$ cat config.mk
export PLATFORM = sky130hd
export DESIGN_NAME = mem_stage_hs_flat
export DESIGN_NICKNAME = d
export VERILOG_FILES = /design/src/rtl/mem_stage_hs_pkg.sv /design/src/rtl/mem_stage_hs_if.sv /design/src/rtl/mem_stage_hs_wb.sv /design/src/rtl/mem_stage_hs.sv /design/src/flat_wrapper.sv
export SDC_FILE = /design/constraint.sdc
export NUM_CORES = 1
export LEC_CHECK = 0
export BUFFER_PORTS_ARGS = -buffer_cell sky130_fd_sc_hd__buf_4
export CORE_ASPECT_RATIO = 0.5
export CORE_UTILIZATION = 38
export DETAILED_ROUTE_END_ITERATION = 10
export PLACE_DENSITY = 0.83
export SLEW_MARGIN = 20
export SYNTH_ARGS = -nofsm -noshare
export SYNTH_HDL_FRONTEND = slang
export SYNTH_SLANG_ARGS = --single-unit
$ cat constraint.sdc
create_clock -name clk -period 1.6 [get_ports clk]
set_clock_uncertainty 0.1 [all_clocks]
set_input_delay 0.32 -clock clk [delete_from_list [all_inputs] [get_ports clk]]
set_output_delay 0.32 -clock clk [all_outputs]
set_load 0.02 [all_outputs]
$ cat src/rtl/mem_stage_hs_pkg.sv
// mem_stage_hs shared types: FSM state and the W-stage bundle.
// Widths below are the default build widths of mem_stage_hs.
package mem_stage_pkg;

  localparam int W_DATA = 19;
  localparam int W_ADDR = 19;
  localparam int W_RD   = 5;

  typedef enum logic [1:0] {
    IDLE,
    WAIT,
    KILL
  } state_t;

  typedef struct packed {
    logic              valid;
    logic              regwrite;
    logic              resultsrc;
    logic [W_RD-1:0]   rd;
    logic [W_DATA-1:0] aluresult;
    logic [W_DATA-1:0] readdata;
    logic              err;
  } mem_w_t;

endpackage

$ cat src/rtl/mem_stage_hs_if.sv
// Data-memory req/ack bus between mem_stage_hs and the memory.
// master = pipeline stage, slave = memory.
interface mem_stage_hs_if #(
  parameter int DATA_W = 19,
  parameter int ADDR_W = 19
);
  logic              mem_req;
  logic              mem_we;
  logic              mem_byte;
  logic [ADDR_W-1:0] mem_addr;
  logic [DATA_W-1:0] mem_wdata;
  logic [DATA_W-1:0] mem_rdata;
  logic              mem_ack;

  modport master (
    output mem_req,
    output mem_we,
    output mem_byte,
    output mem_addr,
    output mem_wdata,
    input  mem_rdata,
    input  mem_ack
  );

  modport slave (
    input  mem_req,
    input  mem_we,
    input  mem_byte,
    input  mem_addr,
    input  mem_wdata,
    output mem_rdata,
    output mem_ack
  );
endinterface

$ cat src/rtl/mem_stage_hs_wb.sv
// mem_wb_reg: async-reset MEM->WB register.
// Loads the completing instruction, otherwise a bubble.
module mem_wb_reg
  import mem_stage_pkg::*;
(
  input  logic   clk,
  input  logic   rst_n,
  input  logic   load_i,
  input  mem_w_t d_i,
  output mem_w_t q_o
);

  mem_w_t w_q;
  mem_w_t w_d;

  always_comb begin
    w_d = '0;
    if (load_i) w_d = d_i;
  end

  always_ff @(posedge clk or negedge rst_n) begin
    if (!rst_n) w_q <= '0;
    else        w_q <= w_d;
  end

  assign q_o = w_q;

endmodule

$ cat src/rtl/mem_stage_hs.sv
// mem_stage_hs: MEM->WB stage with req/ack data-memory handshake.
// Optional MEM_TIMEOUT_EN adds a TMO_CYC wait-cycle watchdog.
module mem_stage_hs
  import mem_stage_pkg::*;
#(
  parameter int DATA_W  = W_DATA,
  parameter int ADDR_W  = W_ADDR,
  parameter int RD_W    = W_RD,
  parameter int TMO_CYC = 64
) (
  input  logic              clk,
  input  logic              reset,
  input  logic              valid_M,
  input  logic              RegWriteM,
  input  logic              MemWriteM,
  input  logic              ResultSrcM,
  input  logic              Cant_ByteM,
  input  logic [RD_W-1:0]   RDM,
  input  logic [DATA_W-1:0] ALUResultM,
  input  logic [DATA_W-1:0] WriteDataM,
  input  logic              flush_M,
  output logic              stall_M,
  mem_stage_hs_if.master    mem,
  output logic              valid_W,
  output logic              RegWriteW,
  output logic              ResultSrcW,
  output logic [RD_W-1:0]   RdW,
  output logic [DATA_W-1:0] ALUResultW,
  output logic [DATA_W-1:0] ReadDataW,
  output logic              mem_err_W
);

  state_t state_q, state_d;
  logic   is_mem;
  logic   req;
  logic   ack;
  logic   tmo;
  logic   done;
  logic   err;
  mem_w_t wd;
  mem_w_t wq;
  logic [DATA_W-1:0] ld_data;

  assign ack    = mem.mem_ack;
  assign is_mem = valid_M & (MemWriteM | ResultSrcM);

`ifdef MEM_TIMEOUT_EN
  localparam int CNT_W = $clog2(TMO_CYC + 1);
  logic [CNT_W-1:0] cnt_q, cnt_d;

  assign tmo = (state_q != IDLE) &&
               (cnt_q == CNT_W'(TMO_CYC));

  always_comb begin
    cnt_d = '0;
    if (state_q != IDLE && !ack && !tmo)
      cnt_d = cnt_q + 1'b1;
  end

  always_ff @(posedge clk or negedge reset) begin
    if (!reset) cnt_q <= '0;
    else        cnt_q <= cnt_d;
  end
`else
  assign tmo = 1'b0;
`endif

  always_comb begin
    state_d = state_q;
    req     = 1'b0;
    done    = 1'b0;
    err     = 1'b0;
    unique case (state_q)
      IDLE: begin
        req  = is_mem & ~flush_M;
        done = valid_M & ~flush_M & (~is_mem | ack);
        if (req && !ack) state_d = WAIT;
      end
      WAIT: begin
        req = ~tmo;
        if (tmo) begin
          state_d = IDLE;
          done    = ~flush_M;
          err     = ~flush_M;
        end else if (ack) begin
          state_d = IDLE;
          done    = ~flush_M;
        end else if (flush_M) begin
          state_d = KILL;
        end
      end
      KILL: begin
        req = ~tmo;
        if (ack || tmo) state_d = IDLE;
      end
      default: state_d = IDLE;
    endcase
  end

  always_ff @(posedge clk or negedge reset) begin
    if (!reset) state_q <= IDLE;
    else        state_q <= state_d;
  end

  // Gate with reset so the request drops the instant reset asserts.
  assign mem.mem_req  = req & reset;
  assign mem.mem_we   = MemWriteM;
  assign mem.mem_byte = Cant_ByteM;
  assign mem.mem_addr = ALUResultM[ADDR_W-1:0];
  assign mem.mem_wdata = Cant_ByteM ?
    {{(DATA_W-8){1'b0}}, WriteDataM[7:0]} :
    WriteDataM;

  assign stall_M = mem.mem_req & ~ack;

  assign ld_data = Cant_ByteM ?
    {{(DATA_W-8){1'b0}}, mem.mem_rdata[7:0]} :
    mem.mem_rdata;

  always_comb begin
    wd           = '0;
    wd.valid     = 1'b1;
    wd.regwrite  = RegWriteM & ~err;
    wd.resultsrc = ResultSrcM;
    wd.rd        = RDM;
    wd.aluresult = ALUResultM;
    wd.err       = err;
    if (ResultSrcM && !err) wd.readdata = ld_data;
  end

  mem_wb_reg u_wb (
    .clk    (clk),
    .rst_n  (reset),
    .load_i (done),
    .d_i    (wd),
    .q_o    (wq)
  );

  assign valid_W    = wq.valid;
  assign RegWriteW  = wq.regwrite & wq.valid;
  assign ResultSrcW = wq.resultsrc;
  assign RdW        = wq.rd;
  assign ALUResultW = wq.aluresult;
  assign ReadDataW  = wq.readdata;
  assign mem_err_W  = wq.err;

endmodule

$ cat src/flat_wrapper.sv
// flat-port wrapper written by rule: the top's interface ports become plain ports
module mem_stage_hs_flat import mem_stage_pkg::*;
#(
  parameter int DATA_W  = W_DATA,
  parameter int ADDR_W  = W_ADDR,
  parameter int RD_W    = W_RD,
  parameter int TMO_CYC = 64
)
  (clk, reset, valid_M, RegWriteM, MemWriteM, ResultSrcM, Cant_ByteM, RDM, ALUResultM, WriteDataM, flush_M, stall_M, valid_W, RegWriteW, ResultSrcW, RdW, ALUResultW, ReadDataW, mem_err_W, mem_mem_req, mem_mem_we, mem_mem_byte, mem_mem_addr, mem_mem_wdata, mem_mem_rdata, mem_mem_ack);
  mem_stage_hs_if #(.DATA_W(DATA_W), .ADDR_W(ADDR_W)) mem_i ();
  input  logic clk;
  input  logic reset;
  input  logic valid_M;
  input  logic RegWriteM;
  input  logic MemWriteM;
  input  logic ResultSrcM;
  input  logic Cant_ByteM;
  input  logic [RD_W-1:0] RDM;
  input  logic [DATA_W-1:0] ALUResultM;
  input  logic [DATA_W-1:0] WriteDataM;
  input  logic flush_M;
  output logic stall_M;
  output logic valid_W;
  output logic RegWriteW;
  output logic ResultSrcW;
  output logic [RD_W-1:0] RdW;
  output logic [DATA_W-1:0] ALUResultW;
  output logic [DATA_W-1:0] ReadDataW;
  output logic mem_err_W;
  output wire logic [$bits(mem_i.mem_req)-1:0] mem_mem_req;
  output wire logic [$bits(mem_i.mem_we)-1:0] mem_mem_we;
  output wire logic [$bits(mem_i.mem_byte)-1:0] mem_mem_byte;
  output wire logic [$bits(mem_i.mem_addr)-1:0] mem_mem_addr;
  output wire logic [$bits(mem_i.mem_wdata)-1:0] mem_mem_wdata;
  input wire logic [$bits(mem_i.mem_rdata)-1:0] mem_mem_rdata;
  input wire logic [$bits(mem_i.mem_ack)-1:0] mem_mem_ack;
  assign mem_mem_req = mem_i.mem_req;
  assign mem_mem_we = mem_i.mem_we;
  assign mem_mem_byte = mem_i.mem_byte;
  assign mem_mem_addr = mem_i.mem_addr;
  assign mem_mem_wdata = mem_i.mem_wdata;
  assign mem_i.mem_rdata = mem_mem_rdata;
  assign mem_i.mem_ack = mem_mem_ack;
  mem_stage_hs #(.DATA_W(DATA_W), .ADDR_W(ADDR_W), .RD_W(RD_W), .TMO_CYC(TMO_CYC)) u_core (.clk(clk), .reset(reset), .valid_M(valid_M), .RegWriteM(RegWriteM), .MemWriteM(MemWriteM), .ResultSrcM(ResultSrcM), .Cant_ByteM(Cant_ByteM), .RDM(RDM), .ALUResultM(ALUResultM), .WriteDataM(WriteDataM), .flush_M(flush_M), .stall_M(stall_M), .mem(mem_i), .valid_W(valid_W), .RegWriteW(RegWriteW), .ResultSrcW(ResultSrcW), .RdW(RdW), .ALUResultW(ALUResultW), .ReadDataW(ReadDataW), .mem_err_W(mem_err_W));
endmodule
Word-level counts from Yosys, hierarchy flattened

Cells that the tools add are included.

Eq/ne operators: 5
Multiplexer cells: 12
Bitwise gates (word level): 12
Reductions and logical operators: 5

Operators by type and width:

| cell                 | number |
|---|---|
| $mux W19             | 3 |
| $mux W47             | 1 |
| $mux W2              | 4 |
| $and A1 B1 Y1        | 7 |
| $pmux W2 S3          | 1 |
| $pmux W1 S2          | 2 |
| $ne A3 B3 Y1 const B | 1 |
| $not A1 Y1           | 3 |
| $reduce_and A3 Y1    | 1 |
| $eq A2 B1 Y1 const B | 1 |
| $eq A2 B2 Y1 const B | 1 |
| $logic_not A2 Y1     | 1 |
| $ne A2 B1 Y1 const B | 1 |
| $ne A2 B2 Y1 const B | 1 |
| $or A1 B1 Y1         | 2 |
| $reduce_or A2 Y1     | 1 |
| $logic_and A1 B1 Y1  | 1 |
| $logic_not A1 Y1     | 1 |
| $mux W1              | 1 |

Flip-flop bits (word level): 49
Bits of input ports: 71
Output and inout bits: 89
Word-level logic and storage cells: 42

Longest topological paths before layout

Depth after elaboration: 7
Mapped depth: 6
Mapped depth without buffers: 5

Hierarchy

A second synthesis with hierarchy kept.

Cell total of the unflattened synthesis: 193
Area, all modules: 2,237.1 um2

Modules (own cells, without submodules):

| module       | times used | cells each | area an instance (um2) | seq. area each (um2) |
|---|---|---|---|---|
| mem_wb_reg   | 1          | 99         | 1,520.2                | 1,176.1 |
| mem_stage_hs | 1          | 94         | 716.9                  | 50.0 |

Worst setup path after synthesis

No wires, ideal clock.

Path type: flip-flop to output port
From: register u_core.state_q[1]
To: output port stall_M
Arrival: 1.561 ns
Data required time: 1.180 ns
Slack: -0.381 ns
Cell stages (with the launch flop): 5
Path buffers: 0
Cells stage by stage: dfrtp_1 > inv_1 > ha_1 > a31oi_1 > nor4b_1

Longest elaborated chain between the ends: 5
Elaborated cells between the ends (all ways): 7
Classes of those cells: eq/ne (2); mux (1); bitwise (2); reduce/logical (2)

Ends and longest elaborated chain:

| what                                         | line                | text |
|---|---|---|
| start: declaration                           | mem_stage_hs.sv:33  | `state_t state_q, state_d;` |
| start signal: assignment                     | mem_stage_hs.sv:102 | `else state_q <= state_d;` |
| $eq A2 B1 Y1 or $eq A2 B2 Y1 (tied branches) | mem_stage_hs.sv:73  | `unique case (state_q)` |
| $reduce_or A2 Y1 (no line)                   | -                   |  |
| $pmux W1 S2 (*)                              | mem_stage_hs.sv:73  |  |
| $and A1 B1 Y1 (*)                            | mem_stage_hs.sv:106 | `assign mem.mem_req = req & reset;` |
| $and A1 B1 Y1 (*)                            | mem_stage_hs.sv:114 | `assign stall_M = mem.mem_req & ~ack;` |
| end: declaration                             | flat_wrapper.sv:22  | `output logic stall_M;` |

Every way passes the cells marked *; elsewhere a longest branch is shown, timed or not.

Final worst setup path

Ends and elaborated chain as after synthesis.

==> results by group <==
Clocking
  • Root Driver: clkbuf_16
  • Clock transition at the registers of the reported paths: 0.07 ns
  • Clock Latency Late Sink: 0.28 ns
  • H-Tree Depth: 2
  • CTS tree: done
  • CTS Buffer Depth: 2
  • CTS buffer count: 5
  • CTS sink count: 48

Global route
  • GRT Total Usage: 18.41%
  • Largest net degree at the start of global routing: 47
  • Antenna violations before repair: 0
  • First-pass GRT wire length: 9.032 mm
  • GRT overflow: 0
  • Vias in the first global route: 1,735

Synthesis
  • Number of flops mapped to enable cells by yosys: 0
  • Synth top area cells: dfrtp_1, buf_4, and2_1
  • Yosys top cell by area: dfrtp_1
  • Post-synth ARST share: 100.0%
  • Distinct cell type count after synthesis: 27
  • Synth top area share: 50.34%
  • Mapped Nets: 288
  • Main synth FF type: dfrtp_1
  • Seq/Total Area, Yosys: 50.34%
  • Yosys reg bits: 48
  • Synthesized area: 0.002386 mm2
  • Syn avg cell area: 11.20 um2
  • Cell count after synthesis: 213
  • Synth warn: 0

STA
  • Max frequency: 0.5319 GHz
  • Worst-Margin Slew: 0.7770 ns
  • Post-route worst setup slack: -0.2801 ns
  • RSZ-0062 raised after global routing: yes
  • Finish-stage setup viols: 48
  • Max-Slew Margin vs Limit: 48.09%
  • Final hold violations: 0
  • Fin. max-slew vios: 0
  • Fin crit period: 1.880 ns
  • Final period util: 117.5%

Drt
  • Routed Wire Length: 6.856 mm
  • DR WL/cell: 17.67 um
  • DR pass1 iterations: 4
  • Drt initial violations: 65
  • Vias: 1,725
  • DR vias/cell: 4.446
  • Post-DRT Antenna Nets: 0
  • DRC: 0

Power and ir drop
  • Max IR drop VDD: 0.5988 mV
  • Seq pwr share: 33.1%
  • Net Sw Frac: 32.18%
  • Comb pwr share: 41.6%
  • Lkg Pwr: 1.862 nW
  • Internal: 2.871 mW
  • P_sw: 1.362 mW
  • Pwr Total: 4.233 mW
  • Clock share of power: 25.4%
  • Power per cell area: 1213 mW/mm2

Floorplanning
  • Die Area: 0.006619 mm2
  • I/O pin count: 160
  • Die W: 114.1 um
  • Core Box Area: 0.005753 mm2
  • Initial Util: 41.47%
  • Die Y: 58.03 um
  • FP Rows: 19

Worst hold path
  • Hold/Removal Path Class: in2async

Layout
  • Fillers: 436
  • Nets: 378
  • FF+latch area: 0.001201 mm2
  • Area grow syn2layout: 46.30%
  • Multi-input gate area: 733.2 um2
  • Most frequent cells in the layout: buf_4, dfrtp_1, and2_1, and3_4, nor2b_1
  • ANT cells: 0
  • Fin area: 0.003491 mm2
  • Share of layout cells above drive strength 1: 67.43%
  • Most common cell after layout, fill and taps aside: buf_4

Critical path
  • Worst setup EP type: output port
  • Crit Path Max Fanout: 3
  • CP Launch Type: flip-flop
  • Setup CP Type: reg2out
  • Reg2reg setup slack: -0.27 ns
  • Crit path DAT: 1.46 ns
  • Critical Path RT: 1.18 ns

Placement
  • I/O Buffers: 142
  • Post-DP HPWL: 4.015 mm
  • Placed Area: 0.003068 mm2
  • Placer congestion estimate: 0.7554

Status
  • Status: finished, violations left
  • Failing checks: negative setup slack

Run
  • Max-cap viol count: 0
-- logic make-up after synthesis --
group                    Yosys count  synth area share (%)
buffers and inverters             85                 26.11
AND/OR/NAND/NOR                   66                 17.67
flip-flops                        48                 50.34
AO/OA/AOI/OAI                      9                 3.618
adder cells (fa/ha/maj)            4                 2.098
other                              1                0.1572
-- critical path: stages (launching register included) --
cell and delay [ns]:
dfrtp_1 0.39, inv_2 0.07, ha_4 0.28, a31oi_4 0.04, nor4b_4 0.22, buf_4 0.18
-- power by group through the flow --
stage	Combinational (mW)	Clock (mW)	Sequential (mW)
finish	1.76	1.07	1.40
global route	1.85	1.15	1.41
CTS	1.64	1.08	1.39
detailed placement	1.28	0	1.42
global placement	1.23	0	1.41
floorplan	0.956	0	1.42
-- timing repair --
| action | 4_1_cts | 5_1_grt |
|---|---|---|
| hold endpoints to repair | 2 | 0 |
| hold buffers | 1 | 0 |
| gates resized for setup | 20 | 21 |
| setup endpoints to repair | 28 | 49 |
| cloned | 3 | 1 |
| buffers inserted | 8 | 4 |
| pin swaps | 6 | 10 |
-- area by class of cell --
class	count	area share [%]
Clock inverter	2	0.3943
Clock buffer	6	3.978
Inverter	5	0.5376
Sequential cell	48	34.41
Tap cell	84	3.011
Multi-Input combinational cell	80	21.00
Timing Repair Buffer	163	36.67
-- cells in the mapped netlist, types with 2 or more instances --
| library cell | number |
|---|---|
| and2_1 | 27 |
| and3_1 | 13 |
| clkbuf_1 | 3 |
| nand2_1 | 2 |
| ha_1 | 4 |
| inv_1 | 5 |
| nor2b_1 | 12 |
| buf_6 | 4 |
| buf_4 | 73 |
| and3_2 | 6 |
| dfrtp_1 | 48 |
-- worst paths after layout --
path                              startpoint             endpoint  depth (start not counted)
max in group asynchronous              reset    u_core.state_q[1]                          2
hold reg to reg            u_core.state_q[1]    u_core.state_q[1]                          4
min in group clk                   RegWriteM  u_core.u_wb.q_o[45]                          2
setup reg to reg           u_core.state_q[0]   u_core.u_wb.q_o[8]                          9
setup / recovery           u_core.state_q[1]              stall_M                          5
hold / removal                         reset   u_core.u_wb.q_o[5]                          2
-- per-layer routing --
layer  global-route usage, %  vias up  part of all wire, %
met5                       0        -                    0
met4                   7.978        0                  3.3
met3                   4.393       22                  3.3
met2                   36.71       49                   58
met1                   18.65      875                   36
li1                        -      779                    -
-- flip-flops by register name, indices dropped and copies added, names as in the netlist --
signal           cells
u_core.u_wb.q_o     46
u_core.state_q       2
-- through the flow --
stage                     worst slack [ns]  hold slack, ns  util, %  cells   TNS (ns)
after floorplan                   0.001143        -0.07559        -    213          0
after global placement           -0.004012         0.02500    53.33    366  -0.004012
after detailed placement          -0.03810         0.02490    53.33    366   -0.07222
after CTS                          -0.2484         0.07298    59.98    386     -8.241
after global routing               -0.3265          0.1108    60.68    388     -10.50
final                              -0.2801         0.06079    60.68    388     -8.289
Note: power is estimated with default switching activity, not from simulation.
